`config.mk`:
```
export PLATFORM = sky130hd
export DESIGN_NAME = alu_op_encoder
export DESIGN_NICKNAME = d
export VERILOG_FILES = /design/src/rtl/alu_op_encoder.sv
export SDC_FILE = /design/constraint.sdc
export NUM_CORES = 1
export LEC_CHECK = 0
export BUFFER_PORTS_ARGS = -buffer_cell sky130_fd_sc_hd__buf_2
export CELL_PAD_IN_SITES_DETAIL_PLACEMENT = 1
export CELL_PAD_IN_SITES_GLOBAL_PLACEMENT = 2
export CORE_MARGIN = 2
export CORE_UTILIZATION = 31
export DETAILED_ROUTE_END_ITERATION = 7
export PLACE_DENSITY_LB_ADDON = 0.1
export SLEW_MARGIN = 20
export SYNTH_ARGS = -nofsm -noshare
export SYNTH_HDL_FRONTEND = slang
export SYNTH_SLANG_ARGS = --single-unit
```
`constraint.sdc`:
```
create_clock -name clk -period 1.8 [get_ports clk]
set_input_delay 0.45 -clock clk [delete_from_list [all_inputs] [get_ports clk]]
set_output_delay 0.45 -clock clk [all_outputs]
set_load 0.05 [all_outputs]
```
`src/rtl/alu_op_encoder.sv`:
```
// rtl/alu_op_encoder.sv - RV32I decode stage producing ALU opcode, operand selects and immediate
// Optional illegal-bundle counter on illegal_cnt when ALU_DEC_STATS_EN is defined.
module alu_op_encoder #(
    parameter logic [6:0] ILLEGAL_OP = 7'd127
`ifdef ALU_DEC_STATS_EN
    , parameter int CNT_W = 16
`endif
) (
    input  logic        clk,
    input  logic        rst_n,
    input  logic        in_valid,
    output logic        in_ready,
    input  logic [31:0] in_instr,
    output logic        out_valid,
    input  logic        out_ready,
    output logic [6:0]  alu_opcode,
    output logic        a_is_pc,
    output logic        a_is_zero,
    output logic        b_is_imm,
    output logic [31:0] imm,
    output logic [4:0]  rs1,
    output logic [4:0]  rs2,
    output logic [4:0]  rd,
    output logic        rd_we,
    output logic        br_en,
    output logic [2:0]  br_cond,
    output logic        illegal
`ifdef ALU_DEC_STATS_EN
    , output logic [CNT_W-1:0] illegal_cnt
`endif
);

    localparam logic [6:0] OPC_OP     = 7'b0110011;
    localparam logic [6:0] OPC_OP_IMM = 7'b0010011;
    localparam logic [6:0] OPC_LOAD   = 7'b0000011;
    localparam logic [6:0] OPC_JALR   = 7'b1100111;
    localparam logic [6:0] OPC_STORE  = 7'b0100011;
    localparam logic [6:0] OPC_LUI    = 7'b0110111;
    localparam logic [6:0] OPC_AUIPC  = 7'b0010111;
    localparam logic [6:0] OPC_JAL    = 7'b1101111;
    localparam logic [6:0] OPC_BRANCH = 7'b1100011;
    localparam logic [6:0] F7_ZERO    = 7'b0000000;
    localparam logic [6:0] F7_ALT     = 7'b0100000;
    localparam logic [6:0] ALU_ADD    = 7'd0;
    localparam logic [6:0] ALU_SUB    = 7'd1;
    localparam logic [6:0] ALU_AND    = 7'd2;
    localparam logic [6:0] ALU_OR     = 7'd3;
    localparam logic [6:0] ALU_XOR    = 7'd4;
    localparam logic [6:0] ALU_SLL    = 7'd5;
    localparam logic [6:0] ALU_SRL    = 7'd6;

    typedef struct packed {
        logic [6:0]  alu_opcode;
        logic        a_is_pc;
        logic        a_is_zero;
        logic        b_is_imm;
        logic [31:0] imm;
        logic [4:0]  rs1;
        logic [4:0]  rs2;
        logic [4:0]  rd;
        logic        rd_we;
        logic        br_en;
        logic [2:0]  br_cond;
        logic        illegal;
    } bundle_t;

    logic [6:0]  opcode, funct7;
    logic [2:0]  funct3;
    logic [31:0] imm_i, imm_s, imm_b, imm_u, imm_j;
    bundle_t     raw, dec;
    logic        ok;

    assign opcode = in_instr[6:0];
    assign funct3 = in_instr[14:12];
    assign funct7 = in_instr[31:25];
    assign imm_i  = {{20{in_instr[31]}}, in_instr[31:20]};
    assign imm_s  = {{20{in_instr[31]}}, in_instr[31:25], in_instr[11:7]};
    assign imm_b  = {{19{in_instr[31]}}, in_instr[31], in_instr[7], in_instr[30:25], in_instr[11:8], 1'b0};
    assign imm_u  = {in_instr[31:12], 12'b0};
    assign imm_j  = {{11{in_instr[31]}}, in_instr[31], in_instr[19:12], in_instr[20], in_instr[30:21], 1'b0};

    always_comb begin
        raw       = '0;
        ok        = 1'b0;
        raw.rs1   = in_instr[19:15];
        raw.rs2   = in_instr[24:20];
        raw.rd    = in_instr[11:7];
        raw.rd_we = (in_instr[11:7] != 5'd0);
        case (opcode)
            OPC_OP: begin
                case (funct3)
                    3'b000: begin
                        ok = (funct7 == F7_ZERO) || (funct7 == F7_ALT);
                        raw.alu_opcode = (funct7 == F7_ALT) ? ALU_SUB : ALU_ADD;
                    end
                    3'b111: begin ok = (funct7 == F7_ZERO); raw.alu_opcode = ALU_AND; end
                    3'b110: begin ok = (funct7 == F7_ZERO); raw.alu_opcode = ALU_OR;  end
                    3'b100: begin ok = (funct7 == F7_ZERO); raw.alu_opcode = ALU_XOR; end
                    3'b001: begin ok = (funct7 == F7_ZERO); raw.alu_opcode = ALU_SLL; end
                    3'b101: begin ok = (funct7 == F7_ZERO); raw.alu_opcode = ALU_SRL; end
                    default: ok = 1'b0;
                endcase
            end
            OPC_OP_IMM: begin
                raw.b_is_imm = 1'b1;
                raw.imm      = imm_i;
                case (funct3)
                    3'b000: begin ok = 1'b1; raw.alu_opcode = ALU_ADD; end
                    3'b111: begin ok = 1'b1; raw.alu_opcode = ALU_AND; end
                    3'b110: begin ok = 1'b1; raw.alu_opcode = ALU_OR;  end
                    3'b100: begin ok = 1'b1; raw.alu_opcode = ALU_XOR; end
                    3'b001: begin ok = (funct7 == F7_ZERO); raw.alu_opcode = ALU_SLL; end
                    3'b101: begin ok = (funct7 == F7_ZERO); raw.alu_opcode = ALU_SRL; end
                    default: ok = 1'b0;
                endcase
            end
            OPC_LOAD, OPC_JALR: begin
                ok = 1'b1; raw.b_is_imm = 1'b1; raw.imm = imm_i;
            end
            OPC_STORE: begin
                ok = 1'b1; raw.b_is_imm = 1'b1; raw.imm = imm_s; raw.rd_we = 1'b0;
            end
            OPC_LUI: begin
                ok = 1'b1; raw.a_is_zero = 1'b1; raw.b_is_imm = 1'b1; raw.imm = imm_u;
            end
            OPC_AUIPC: begin
                ok = 1'b1; raw.a_is_pc = 1'b1; raw.b_is_imm = 1'b1; raw.imm = imm_u;
            end
            OPC_JAL: begin
                ok = 1'b1; raw.a_is_pc = 1'b1; raw.b_is_imm = 1'b1; raw.imm = imm_j;
            end
            OPC_BRANCH: begin
                // Only beq/bne/blt/bge map onto ZF/SF of a subtract.
                ok = (funct3 == 3'b000) || (funct3 == 3'b001) || (funct3 == 3'b100) || (funct3 == 3'b101);
                raw.alu_opcode = ALU_SUB;
                raw.br_en      = 1'b1;
                raw.br_cond    = funct3;
                raw.imm        = imm_b;
                raw.rd_we      = 1'b0;
            end
            default: ok = 1'b0;
        endcase

        dec = raw;
        if (!ok) begin
            dec            = '0;
            dec.rs1        = raw.rs1;
            dec.rs2        = raw.rs2;
            dec.rd         = raw.rd;
            dec.alu_opcode = ILLEGAL_OP;
            dec.illegal    = 1'b1;
        end
    end

    bundle_t out_q, out_d, skid_q, skid_d;
    logic    out_valid_q, out_valid_d, skid_valid_q, skid_valid_d, in_ready_q, in_ready_d;
    logic    in_fire, out_free;

    assign in_fire  = in_valid && in_ready_q;
    assign out_free = !out_valid_q || out_ready;

    always_comb begin
        out_d        = out_q;
        out_valid_d  = out_valid_q;
        skid_d       = skid_q;
        skid_valid_d = skid_valid_q;
        if (out_free) begin
            // A parked skid entry always goes out before anything newer.
            if (skid_valid_q) begin
                out_d        = skid_q;
                out_valid_d  = 1'b1;
                skid_valid_d = 1'b0;
            end else begin
                out_valid_d = in_fire;
                if (in_fire) out_d = dec;
            end
        end else if (in_fire) begin
            skid_d       = dec;
            skid_valid_d = 1'b1;
        end
        in_ready_d = !skid_valid_d;
    end

    always_ff @(posedge clk or negedge rst_n) begin
        if (!rst_n) begin
            out_q        <= '0;
            out_valid_q  <= 1'b0;
            skid_q       <= '0;
            skid_valid_q <= 1'b0;
            in_ready_q   <= 1'b1;
        end else begin
            out_q        <= out_d;
            out_valid_q  <= out_valid_d;
            skid_q       <= skid_d;
            skid_valid_q <= skid_valid_d;
            in_ready_q   <= in_ready_d;
        end
    end

`ifdef ALU_DEC_STATS_EN
    logic [CNT_W-1:0] cnt_q, cnt_d;

    always_comb begin
        cnt_d = cnt_q;
        if (out_valid_q && out_ready && out_q.illegal && (cnt_q != '1)) cnt_d = cnt_q + 1'b1;
    end

    always_ff @(posedge clk or negedge rst_n) begin
        if (!rst_n) cnt_q <= '0;
        else        cnt_q <= cnt_d;
    end

    assign illegal_cnt = cnt_q;
`endif

    assign in_ready   = in_ready_q;
    assign out_valid  = out_valid_q;
    assign alu_opcode = out_q.alu_opcode;
    assign a_is_pc    = out_q.a_is_pc;
    assign a_is_zero  = out_q.a_is_zero;
    assign b_is_imm   = out_q.b_is_imm;
    assign imm        = out_q.imm;
    assign rs1        = out_q.rs1;
    assign rs2        = out_q.rs2;
    assign rd         = out_q.rd;
    assign rd_we      = out_q.rd_we;
    assign br_en      = out_q.br_en;
    assign br_cond    = out_q.br_cond;
    assign illegal    = out_q.illegal;

endmodule
```
==> run summary <==
The worst setup slack after layout was -15.5 ps; the highest clock frequency the design can meet was 0.551 GHz. Ranked by total cell area, the synthesized netlist is headed by sky130_fd_sc_hd__dfrtp_1 53%, sky130_fd_sc_hd__nand2_1 11%, sky130_fd_sc_hd__o21ai_0 4.1%. Across the run, the number of max-cap violations was 0.

The routed length on met3 is 527 um. The number of antenna violations at the first check in global routing was 0; the synthesized area per cell was 9.01 um^2. The net count of the mapped netlist came out at 670.

Setup repair after global routing could not meet its margin everywhere. The via-per-instance ratio is 5.15. Row generation in the floorplan step produced 49 rows.

After detailed routing, the met2 layer carries 9560 um of wire. After synthesis the netlist holds a flip-flop and latch count of 121. The critical path startpoint category is an input pin. Counting every instance in the synthesized netlist gives 634. The tools report the via total after detailed routing as 5351. Category of cells accounting for the largest share of critical-path delay: compound AO/OA/AOI/OAI gates.

The run gives 3030 um^2 as the area occupied by registers. The minimum clock period is 1820 ps, and the average routed wire per standard cell is 19.1 um. The tools report the part of the power in registers as 34.5%. The checks that failed: setup timing. TritonCTS built the clock tree. After synthesis the cells add up to 5710 um^2.

The path class of the tightest hold or removal check is input pin to flop. Sequential elements use 53.0% of the synthesized area. Including well taps, the total number of placed cells is 994. Fraction of power spent switching nets: 36.0%.

In this run the tightest slew margin relative to its limit is 55.6%. The flow ran to the end, but the final reports show violations. The run gives 0 as the remaining number of nets flagged by the antenna check after routing. The number of diodes added for antenna fixing is 0. The slowest stage of the critical path belongs to the cell sky130_fd_sc_hd__nor4_4.

The tools report the number of synthesis warnings as 0. The tools report the global placement routability congestion as 0.833. The logs give 0 for the number of slew-limit violations in the final report and 17 for the number of buffers added by the clock tree synthesis step. The run gives 0 as the global route total overflow. Before antenna repair, the detailed router went through 5 iterations.

The synthesized design spends more area on one cell type than any other, namely sky130_fd_sc_hd__dfrtp_1. Setup violations remaining at the end of the flow were counted as 2. The region available for standard cell placement spans 18000 um^2. The peak ir drop on the vdd network is 0.744 mV, and the post-route clock skew is 8.97 ps.

For the routed length on met1, the log shows 9590 um. Counting along the longest clock path gives a buffer depth of 2. CTS placed an instance of sky130_fd_sc_hd__clkbuf_16 at the clock tree root. The run gives 37.8% as the part of the total power dissipated in the clock network. The effective utilization at floorplan is 31.7%, and the count of filler cells inserted in the layout is 2078. The critical path is of the input pin to flop type. The area overhead of the layout relative to synthesis was 40.2%.

For the post-layout total power, the log shows 9780 uW. The count of buffers added on input and output ports is 100. For this block, the initial DRC count from the detailed router was 207. The hold violation count in the final report is 0, and the slew of the pin with the lowest slew margin is 666 ps.

The final critical path takes up 101% of the cycle. The critical path goes through buf_8, nor4_4, o211ai_1, a211oi_4, buf_6, o311ai_4, clkbuf_16, o21ai_2. The worst-skew pair later-pin latency is 420 ps, and the overall die area is 19500 um^2.

The combinational power share was 27.6%. In this run the biggest area consumer among cell types represents 52.6% of the synthesized area. For this run, design rule violations remaining after detail routing come to 0. Yosys mapped a number of flops with a built-in enable equal to 0.

In the final design database the tool counted 834 nets. The maximum net fanout on the critical path was 6. The power density relative to cell area is 1220 nW/um^2, and the clock slew at the register clock pins of the worst setup and hold paths is 60 ps. The via count of the first global-routing pass is 5508, and the total area of multi-input combinational cells is 2660 um^2.

Entering global routing, the biggest net connects 54 pins. The run gives 121 as the number of sinks driven by the clock tree. The first global-routing pass estimated 30900 um of wire. The tools report the post-route non-filler standard cell count as 1040.

Summed over all layers, the routed wires come to 19900 um. Counting distinct cell types in the post-synthesis netlist gives 53. Detailed placement ended at an HPWL of 13500 um.

The largest stage delay on the critical path is 350 ps, and the overall global routing resource usage is 20.2%. The level count of the clock H-tree was 4. The detailed router used layers up to and including met4.

In this run the static leakage power is 0.00371 uW. Total buffers and inverters traversed by the critical path: 3. In the synthesized netlist the dominant register cell turns out to be sky130_fd_sc_hd__dfrtp_1. The net switching power came out at 3530 uW. The internal power of the cells totals 6250 uW. The height of the chip is 140 um, and the worst path required time is 2140 ps. Die outline width: 140 um. STA puts the critical path data arrival time at 2160 ps. The share of layout cells above drive strength 1 was 32.6%.

The endpoint kind of the worst setup timing path is a flop. Of all flip-flops after synthesis, the portion carrying an async set or reset was 100%. The boundary pin count is 101.
## routing by layer
metal	up-vias	GRT usage [%]
li1	2552	-
met1	2704	28.0
met2	81	32.8
met3	14	3.30
met4	0	6.21
met5	-	0
## layout make-up
| type | count | share of cell area (%) |
|---|---|---|
| clock buffer | 21 | 5.87 |
| clock inverter | 11 | 2.09 |
| inverter | 10 | 0.469 |
| multi-input combinational | 456 | 33.2 |
| sequential | 121 | 37.8 |
| tap | 229 | 3.58 |
| timing repair buffer | 192 | 17.0 |
## sequential cells by signal, indices dropped and copies added (netlist names)
signal        cells
skid_q           59
imm              32
rd                5
rs1               5
rs2               5
alu_opcode        4
br_cond           3
a_is_pc           1
a_is_zero         1
b_is_imm          1
br_en             1
in_ready          1
out_valid         1
rd_we             1
skid_valid_q      1
## through the flow
| step | utilization (%) | instance area (um^2) | setup WS (ps) | setup TNS, ps | hold WS, ps |
|---|---|---|---|---|---|
| global route | 44.4 | 8010 | -67.6 | -1240 | 283 |
| detailed placement | 39.2 | 7070 | -485 | -29840 | 311 |
| CTS | 42.9 | 7730 | 0.524 | 0 | 263 |
| global placement | 39.2 | 7070 | -413 | -26110 | 312 |
| floorplan | - | 5790 | -138 | -5580 | 154 |
| finish | 44.4 | 8010 | -15.5 | -15.7 | 271 |
## placed cells by master, fill, tap and decap left out, types with 5 or more instances in the layout
| master | count |
|---|---|
| sky130_fd_sc_hd__nor2_1 | 17 |
| sky130_fd_sc_hd__dfrtp_1 | 119 |
| sky130_fd_sc_hd__o21ai_0 | 47 |
| sky130_fd_sc_hd__a22oi_1 | 5 |
| sky130_fd_sc_hd__a21oi_1 | 36 |
| sky130_fd_sc_hd__o22ai_1 | 8 |
| sky130_fd_sc_hd__a211o_1 | 6 |
| sky130_fd_sc_hd__o211ai_1 | 6 |
| sky130_fd_sc_hd__and3_1 | 8 |
| sky130_fd_sc_hd__o21ai_2 | 11 |
| sky130_fd_sc_hd__buf_6 | 10 |
| sky130_fd_sc_hd__inv_1 | 10 |
| sky130_fd_sc_hd__buf_2 | 96 |
| sky130_fd_sc_hd__a311oi_1 | 5 |
| sky130_fd_sc_hd__o31ai_1 | 17 |
| sky130_fd_sc_hd__clkbuf_16 | 19 |
| sky130_fd_sc_hd__nand2_1 | 169 |
| sky130_fd_sc_hd__buf_4 | 76 |
| sky130_fd_sc_hd__mux2i_1 | 16 |
| sky130_fd_sc_hd__nand3_1 | 6 |
| sky130_fd_sc_hd__buf_12 | 6 |
| sky130_fd_sc_hd__o21ai_1 | 29 |
## worst reg2reg max path: stages, from the launching register on
cell	delay (ps)
sky130_fd_sc_hd__dfstp_2	570
sky130_fd_sc_hd__a21o_1	150
sky130_fd_sc_hd__nand2_1	80
sky130_fd_sc_hd__nor2_2	270
sky130_fd_sc_hd__o311ai_4	230
sky130_fd_sc_hd__clkbuf_16	230
sky130_fd_sc_hd__o21ai_2	140
## worst paths after layout
path,from,depth (start not counted),to,slack (ps)
max in group asynchronous,rst_n,3,imm[18],670
hold / removal,in_instr[19],3,skid_q[20],270
hold reg to reg,rd[4],2,rd[4],470
setup reg to reg,in_ready,6,imm[19],60
setup / recovery,in_instr[25],8,imm[19],-20
min in group asynchronous,rst_n,2,rs1[0],420
## power groups by stage
stage                     combinational (uW)  sequential, uW  clock, uW
after global routing                    2890            3430       3900
after detailed placement                2670            3430          0
final                                   2700            3380       3700
after global placement                  2630            3410          0
after CTS                               2690            3380       3770
after floorplan                          783            4440          0
## synth_stat cells (all sizes together), types with 2 or more instances
| library cell | instances |
|---|---|
| nand2 | 169 |
| dfrtp | 120 |
| o21ai | 88 |
| a21oi | 37 |
| clkbuf | 33 |
| nor2 | 21 |
| o31ai | 18 |
| mux2i | 16 |
| buf | 15 |
| inv | 10 |
| o22ai | 9 |
| and3 | 8 |
| nand3 | 7 |
| a211o | 6 |
| o211ai | 6 |
| a22oi | 5 |
| a311oi | 5 |
| a31oi | 5 |
| nor3 | 5 |
| nor3b | 5 |
| a21o | 4 |
| o21a | 4 |
| and2 | 3 |
| and3b | 3 |
| nor2b | 3 |
| o311ai | 3 |
| nand2b | 2 |
| nor4 | 2 |
| o2111ai | 2 |
| or2 | 2 |
## repair_timing
| item | 4_1_cts | 5_1_grt |
|---|---|---|
| hold buffers | 1 | 0 |
| gates cloned | 0 | 5 |
| gates resized for setup | 2 | 38 |
| setup endpoints to repair | 10 | 41 |
| endpoints found under the hold margin | 9 | 0 |
| pin swaps | 3 | 16 |
| setup buffers | 1 | 7 |
## cell families (layout without fill, tap and decap cells)
group | Yosys count | after routing | synth area share (%)
compound gates | 200 | 200 | 21.7
flops | 121 | 121 | 53.0
mux | 16 | 16 | 2.80
simple gates | 239 | 240 | 18.3
buf+inv | 58 | 234 | 4.23
No activity file was read; power rests on OpenSTA's default activity.
